`config.mk`:
```
export PLATFORM = sky130hd
export DESIGN_NAME = qsfp_diag_scan
export DESIGN_NICKNAME = d
export VERILOG_FILES = /design/src/rtl/qsfp_diag_scan.sv
export SDC_FILE = /design/constraint.sdc
export NUM_CORES = 1
export LEC_CHECK = 0
export BUFFER_PORTS_ARGS = -buffer_cell sky130_fd_sc_hd__buf_4
export CAP_MARGIN = 20
export CORE_AREA = 2 2 221 223
export DETAILED_ROUTE_END_ITERATION = 10
export DIE_AREA = 0 0 223 225
export GPL_ROUTABILITY_DRIVEN = 0
export PLACE_DENSITY_LB_ADDON = 0.15
export SLEW_MARGIN = 10
export SYNTH_ARGS = -nofsm -noshare
export SYNTH_HDL_FRONTEND = slang
export SYNTH_SLANG_ARGS = --single-unit
```
`constraint.sdc`:
```
create_clock -name clk -period 15.5 [get_ports clk]
set_input_delay 1.55 -clock clk [delete_from_list [all_inputs] [get_ports clk]]
set_output_delay 1.55 -clock clk [all_outputs]
set_load 0.01 [all_outputs]
```
`src/rtl/qsfp_diag_scan.sv`:
```
// qsfp_diag_scan
// Periodically walks every QSFP's lower-page diagnostic bytes through the
// qsfpMarble byte-read port and checks the identifier for presence. It builds
// big-endian 16-bit words (temperature, Vcc, RX power ch1..4) in a staging
// array. In the DONE cycle it publishes the staging array, with the presence
// and alarm bitmaps, as one coherent snapshot.
// Optional build macro: QSFP_DIAG_ALARM_EN adds the signed over-temperature
// comparator. When it is undefined, tempAlarm is tied to 0.
module qsfp_diag_scan #(
    parameter int                 QSFP_COUNT           = 2,
    parameter int                 SCAN_INTERVAL        = 100000,
    parameter int                 READ_LATENCY         = 1,
    parameter logic signed [15:0] TEMP_ALARM_THRESHOLD = 16'sd17920
) (
    input  logic                          clk,
    input  logic                          rst,
    output logic [$clog2(QSFP_COUNT)+7:0] readAddress,
    input  logic [7:0]                    readData,
    input  logic [$clog2(QSFP_COUNT)+2:0] diagAddress,
    output logic [15:0]                   diagData,
    output logic [QSFP_COUNT-1:0]         present,
    output logic [QSFP_COUNT-1:0]         tempAlarm,
    output logic                          scanBusy,
    output logic                          scanDone,
    output logic [15:0]                   scanCount
);

    localparam int MW = $clog2(QSFP_COUNT);
    localparam int IW = (MW > 0) ? MW : 1;
    localparam int AW = MW + 8;
    localparam int CW = (SCAN_INTERVAL > 1) ? $clog2(SCAN_INTERVAL) : 1;
    localparam int WW = (READ_LATENCY > 2) ? $clog2(READ_LATENCY - 1) : 1;

    typedef enum logic [2:0] {
        ST_IDLE,
        ST_ISSUE,
        ST_WAIT,
        ST_CAPTURE,
        ST_DONE
    } state_t;

    state_t          state_reg;
    state_t          state_next;
    logic [CW-1:0]   interval_reg;
    logic [WW-1:0]   wait_reg;
    logic [IW-1:0]   mod_reg;
    logic [3:0]      idx_reg;
    logic [7:0]      hi_reg;
    logic [AW-1:0]   readAddress_reg;
    logic [15:0]     diagData_reg;
    logic [15:0]     scanCount_reg;

    logic [15:0]           stage_word_reg [QSFP_COUNT][6];
    logic [QSFP_COUNT-1:0] stage_present_reg;
    logic [15:0]           pub_word_reg   [QSFP_COUNT][6];
    logic [QSFP_COUNT-1:0] pub_present_reg;

    logic          id_valid;
    logic          last_mod;
    logic          is_capture;
    logic          module_end;
    logic          lo_capture;
    logic [2:0]    word_sel;
    logic [IW-1:0] diag_mod;
    logic [2:0]    diag_word;

    // Byte offset within the lower page for each step of a module's read list.
    // Steps 5..12 cover the contiguous RX power bytes 34..41.
    function automatic logic [7:0] byte_offset(input logic [3:0] idx);
        logic [7:0] off;
        case (idx)
            4'd0:    off = 8'd0;
            4'd1:    off = 8'd22;
            4'd2:    off = 8'd23;
            4'd3:    off = 8'd26;
            4'd4:    off = 8'd27;
            default: off = 8'd29 + {4'd0, idx};
        endcase
        return off;
    endfunction

    // Decode of the byte currently being captured
    always_comb begin
        id_valid   = (readData == 8'h0C) || (readData == 8'h0D) || (readData == 8'h11);
        last_mod   = (mod_reg == IW'(QSFP_COUNT - 1));
        is_capture = (state_reg == ST_CAPTURE);
        module_end = is_capture && (((idx_reg == 4'd0) && !id_valid) || (idx_reg == 4'd12));
        lo_capture = is_capture && (idx_reg != 4'd0) && !idx_reg[0];
        word_sel   = 3'((idx_reg - 4'd1) >> 1);
    end

    // State register
    always_ff @(posedge clk or posedge rst) begin
        if (rst) begin
            state_reg <= ST_IDLE;
        end else begin
            state_reg <= state_next;
        end
    end

    // Next-state and status outputs
    always_comb begin
        state_next = state_reg;
        scanBusy   = (state_reg != ST_IDLE);
        scanDone   = (state_reg == ST_DONE);
        case (state_reg)
            ST_IDLE:    if (interval_reg == '0) state_next = ST_ISSUE;
            ST_ISSUE:   state_next = (READ_LATENCY > 1) ? ST_WAIT : ST_CAPTURE;
            ST_WAIT:    if (wait_reg == '0) state_next = ST_CAPTURE;
            ST_CAPTURE: state_next = (module_end && last_mod) ? ST_DONE : ST_ISSUE;
            ST_DONE:    state_next = ST_IDLE;
            default:    state_next = ST_IDLE;
        endcase
    end

    // Sequencer: interval timer, latency timer, module/byte walk, address
    always_ff @(posedge clk or posedge rst) begin
        if (rst) begin
            interval_reg    <= '0;
            wait_reg        <= '0;
            mod_reg         <= '0;
            idx_reg         <= '0;
            hi_reg          <= '0;
            readAddress_reg <= '0;
        end else begin
            case (state_reg)
                ST_IDLE: begin
                    if (interval_reg != '0) begin
                        interval_reg <= interval_reg - 1'b1;
                    end else begin
                        mod_reg <= '0;
                        idx_reg <= '0;
                    end
                end
                ST_ISSUE: begin
                    readAddress_reg <= AW'({mod_reg, byte_offset(idx_reg)});
                    wait_reg        <= WW'((READ_LATENCY > 1) ? READ_LATENCY - 2 : 0);
                end
                ST_WAIT: begin
                    if (wait_reg != '0) wait_reg <= wait_reg - 1'b1;
                end
                ST_CAPTURE: begin
                    if (idx_reg[0]) hi_reg <= readData;
                    if (module_end) begin
                        mod_reg <= last_mod ? '0 : mod_reg + 1'b1;
                        idx_reg <= '0;
                    end else begin
                        idx_reg <= idx_reg + 4'd1;
                    end
                end
                ST_DONE: begin
                    interval_reg <= CW'(SCAN_INTERVAL - 1);
                end
                default: ;
            endcase
        end
    end

    // Staging array: presence from the identifier, words on each low-byte capture
    always_ff @(posedge clk or posedge rst) begin
        if (rst) begin
            stage_present_reg <= '0;
            for (int m = 0; m < QSFP_COUNT; m++) begin
                for (int w = 0; w < 6; w++) stage_word_reg[m][w] <= '0;
            end
        end else if (is_capture) begin
            if (idx_reg == 4'd0) begin
                stage_present_reg[mod_reg] <= id_valid;
                if (!id_valid) begin
                    for (int w = 0; w < 6; w++) stage_word_reg[mod_reg][w] <= '0;
                end
            end else if (lo_capture) begin
                stage_word_reg[mod_reg][word_sel] <= {hi_reg, readData};
            end
        end
    end

    // Per-module word snapshot, copied only in DONE
    for (genvar gi = 0; gi < QSFP_COUNT; gi++) begin : g_pub
        always_ff @(posedge clk or posedge rst) begin
            if (rst) begin
                for (int w = 0; w < 6; w++) pub_word_reg[gi][w] <= '0;
            end else if (state_reg == ST_DONE) begin
                for (int w = 0; w < 6; w++) pub_word_reg[gi][w] <= stage_word_reg[gi][w];
            end
        end
    end

    // Presence bitmap and scan counter, also updated only in DONE
    always_ff @(posedge clk or posedge rst) begin
        if (rst) begin
            pub_present_reg <= '0;
            scanCount_reg   <= '0;
        end else if (state_reg == ST_DONE) begin
            pub_present_reg <= stage_present_reg;
            scanCount_reg   <= scanCount_reg + 16'd1;
        end
    end

`ifdef QSFP_DIAG_ALARM_EN
    logic [QSFP_COUNT-1:0] stage_alarm_reg;
    logic [QSFP_COUNT-1:0] pub_alarm_reg;

    // Over-temperature flag staged when the temperature low byte lands
    always_ff @(posedge clk or posedge rst) begin
        if (rst) begin
            stage_alarm_reg <= '0;
        end else if (is_capture) begin
            if ((idx_reg == 4'd0) && !id_valid) begin
                stage_alarm_reg[mod_reg] <= 1'b0;
            end else if (idx_reg == 4'd2) begin
                stage_alarm_reg[mod_reg] <= ($signed({hi_reg, readData}) > TEMP_ALARM_THRESHOLD);
            end
        end
    end

    // Alarm bitmap published with the rest of the snapshot
    always_ff @(posedge clk or posedge rst) begin
        if (rst) begin
            pub_alarm_reg <= '0;
        end else if (state_reg == ST_DONE) begin
            pub_alarm_reg <= stage_alarm_reg;
        end
    end

    assign tempAlarm = pub_alarm_reg;
`else
    logic unused_threshold;
    assign unused_threshold = ^TEMP_ALARM_THRESHOLD;
    assign tempAlarm        = '0;
`endif

    if (MW > 0) begin : g_diag_mod
        assign diag_mod = diagAddress[MW+2:3];
    end else begin : g_diag_mod_single
        assign diag_mod = '0;
    end
    assign diag_word = diagAddress[2:0];

    // Registered CSR read of the published snapshot; words 6..7 read 0
    always_ff @(posedge clk or posedge rst) begin
        if (rst) begin
            diagData_reg <= '0;
        end else if ((int'(diag_mod) < QSFP_COUNT) && (diag_word < 3'd6)) begin
            diagData_reg <= pub_word_reg[diag_mod][diag_word];
        end else begin
            diagData_reg <= '0;
        end
    end

    assign readAddress = readAddress_reg;
    assign diagData    = diagData_reg;
    assign present     = pub_present_reg;
    assign scanCount   = scanCount_reg;

endmodule
```
==> results.tsv <==
metric	value	unit
yosys-top-cells-area	dfrtp_1 61%, nand2_1 13%, a22o_1 8.9%, mux4_2 5.7%, clkbuf_1 2.0%	
avgSynthCellArea	10.9	µm²
cts_tree	yes	
io_buffers	56	
drt-initial-drc-count	1311	
clk_pin_slew	60	ps
grt_max_degree	115	
final.min_clock_period	4410	ps
maxCapViolCount	0	
cts_buffer_depth	3	
p_leak	10.7	nW
drc	0	
setup_tns	0	ps
timing.final.crit_share	0.284	
die_h	225	µm
layout_commonest_cell	nand2_1	
ioPinCount	61	
p_per_area	164	mW/mm²
final_cell_mix	648 x nand2_1, 460 x dfrtp_1, 194 x a22o_1	
wl_per_cell	21.5	µm
grt_pass1_wl	80900	µm
worstMarginPinSlew	1170	ps
slew_violations	0	
cts.sinks	460	
dp_slack	10550	ps
vias	13200	
cts_resized	0	
yosysSeqAreaShare	0.606	
via_per_inst	5.49	
synth-edff-count	0	
ys_ff_latch	460	
synth-main-ff-cell	dfrtp_1	
finalHoldViolCount	0	
yosys.area.top_type	dfrtp_1	
syn_area	0.0190	mm²
dieArea	0.0502	mm²
worstSkewPairLatency	590	ps
first_pass_iters	5	
design.core.area	0.0475	mm²
drive_gt1_frac	0.128	
clock-root-buffer	clkbuf_16	
worstPathRequired	13950	ps
die_x	223	µm
whs_path_depth	2	
syn2layout_area_growth	13.7	%
start_kind	flop	
fill_cells	4378	
ant_nets	0	
timing.fmax	227	MHz
grt_pass1_vias	13300	
irDropWorstVdd	0.000152	V
hp-class	reg -> reg	
ys.warnings.count	0	
arrival	2860	ps
async_reset_ff_frac	1.00	
reg2reg_depth	6	
row_count	80	
post_cts_buffers	0	
endpoint_kind	primary output	
nNetsFinal	1772	
setup_viol_count_final	0	
netlist.area_leader.share	0.606	
synth.distinct_cells	57	
antenna_found_initial	0	
rsz0062_at_grt	no	
h-tree-depth	2	
num_antenna_cells	0	
run_status	finished clean	
numCtsBuffers	49	
relSlewSlack	0.217	
start_util	0.400	
path_class	reg -> out	
p_total	3.54	mW
grt_usage	0.211	
cts_hold_buffers	0	
cp_max_fo	114	
timing.hold.ws	447	ps
wl	51600	µm
fin_ws	11090	ps
syn-instance-count	1744	
dpl.hpwl	29800	µm
finalClockSkew	20.4	ps
grt-ovfl-total	0	
power by group:
part	internal [mW]	total (mW)	leakage [nW]	switching, mW
Clock	0.705	1.19	0.805	0.485
Combinational	0.266	0.698	3.77	0.433
Sequential	1.45	1.65	6.15	0.204
path summary, 6_finish.rpt:
| kind | from | end | slack, ps |
|---|---|---|---|
| min in group asynchronous | rst | pub_word_reg[92]$_DFFE_PP0P_ | 1110 |
| worst max register to register | idx_reg[0]$_DFFE_PP0P_ | stage_word_reg[132]$_DFFE_PP0P_ | 11770 |
| worst min-delay path | stage_word_reg[15]$_DFFE_PP0P_ | pub_word_reg[15]$_DFFE_PP0P_ | 450 |
| worst max-delay path | state_reg[0]$_DFFE_PP0P_ | scanDone | 11090 |
| max in group asynchronous | rst | stage_word_reg[1]$_DFFE_PP0P_ | 11370 |
| worst min register to register | stage_word_reg[15]$_DFFE_PP0P_ | pub_word_reg[15]$_DFFE_PP0P_ | 450 |
per-layer routing:
metal / global-route usage / vias up / share of wire / wire length, µm
met1: 0.306 / 6829 / 0.47 / 24400
li1: - / 5989 / - / -
met4: 0.0591 / 0 / 0.023 / 1160
met5: 0 / - / 0 / 0
met3: 0.0335 / 70 / 0.050 / 2580
met2: 0.330 / 307 / 0.45 / 23500
metrics by stage:
stage / instances / utilization / area [µm²]
2_1_floorplan: 1747 / - / 19000
3_3_place_gp: 2312 / 0.419 / 19900
3_5_place_dp: 2314 / 0.420 / 20000
4_1_cts: 2400 / 0.454 / 21600
5_1_grt: 2402 / 0.455 / 21600
6_report: 2402 / 0.455 / 21600
area by class of cell:
| cell class | instances | area (µm²) | share of cell area |
|---|---|---|---|
| clock buffers | 66 | 1380 | 0.0638 |
| clock inverters | 20 | 239 | 0.0111 |
| inverters | 30 | 125 | 0.00579 |
| multi-input cells | 1133 | 6970 | 0.322 |
| flip-flops and latches | 460 | 11500 | 0.532 |
| well taps | 615 | 769 | 0.0356 |
| repair buffers | 78 | 622 | 0.0288 |
cells in the mapped netlist (7+ instances only):
cell type  instances
xnor2_1           15
a22o_1           194
o21ai_0           27
mux2_2             9
nor3_1            15
inv_1             28
o22ai_1           17
clkbuf_1         102
mux2i_1           20
xor2_1             8
nor2_1            32
nand3_1            8
mux4_2            48
a21oi_1           10
buf_2             12
dfrtp_1          460
nand2_1          648
nand2b_1           7
worst max-delay path, cell delays in order (launching register included):
cell,delay [ps]
dfrtp_1,510
or3b_4,590
buf_16,250
inv_6,670
buf_4,250
kinds of logic after synthesis:
kind of cell    after synthesis  share of synthesized area
simple gates                745                      0.156
flops                       460                      0.606
compound gates              278                      0.118
buf+inv                     154                     0.0320
mux                          77                     0.0727
xor+xnor                     23                     0.0106
fa+ha+maj                     6                    0.00395
other cells                   1                   0.000197
Note: power is estimated with default switching activity, not from simulation.
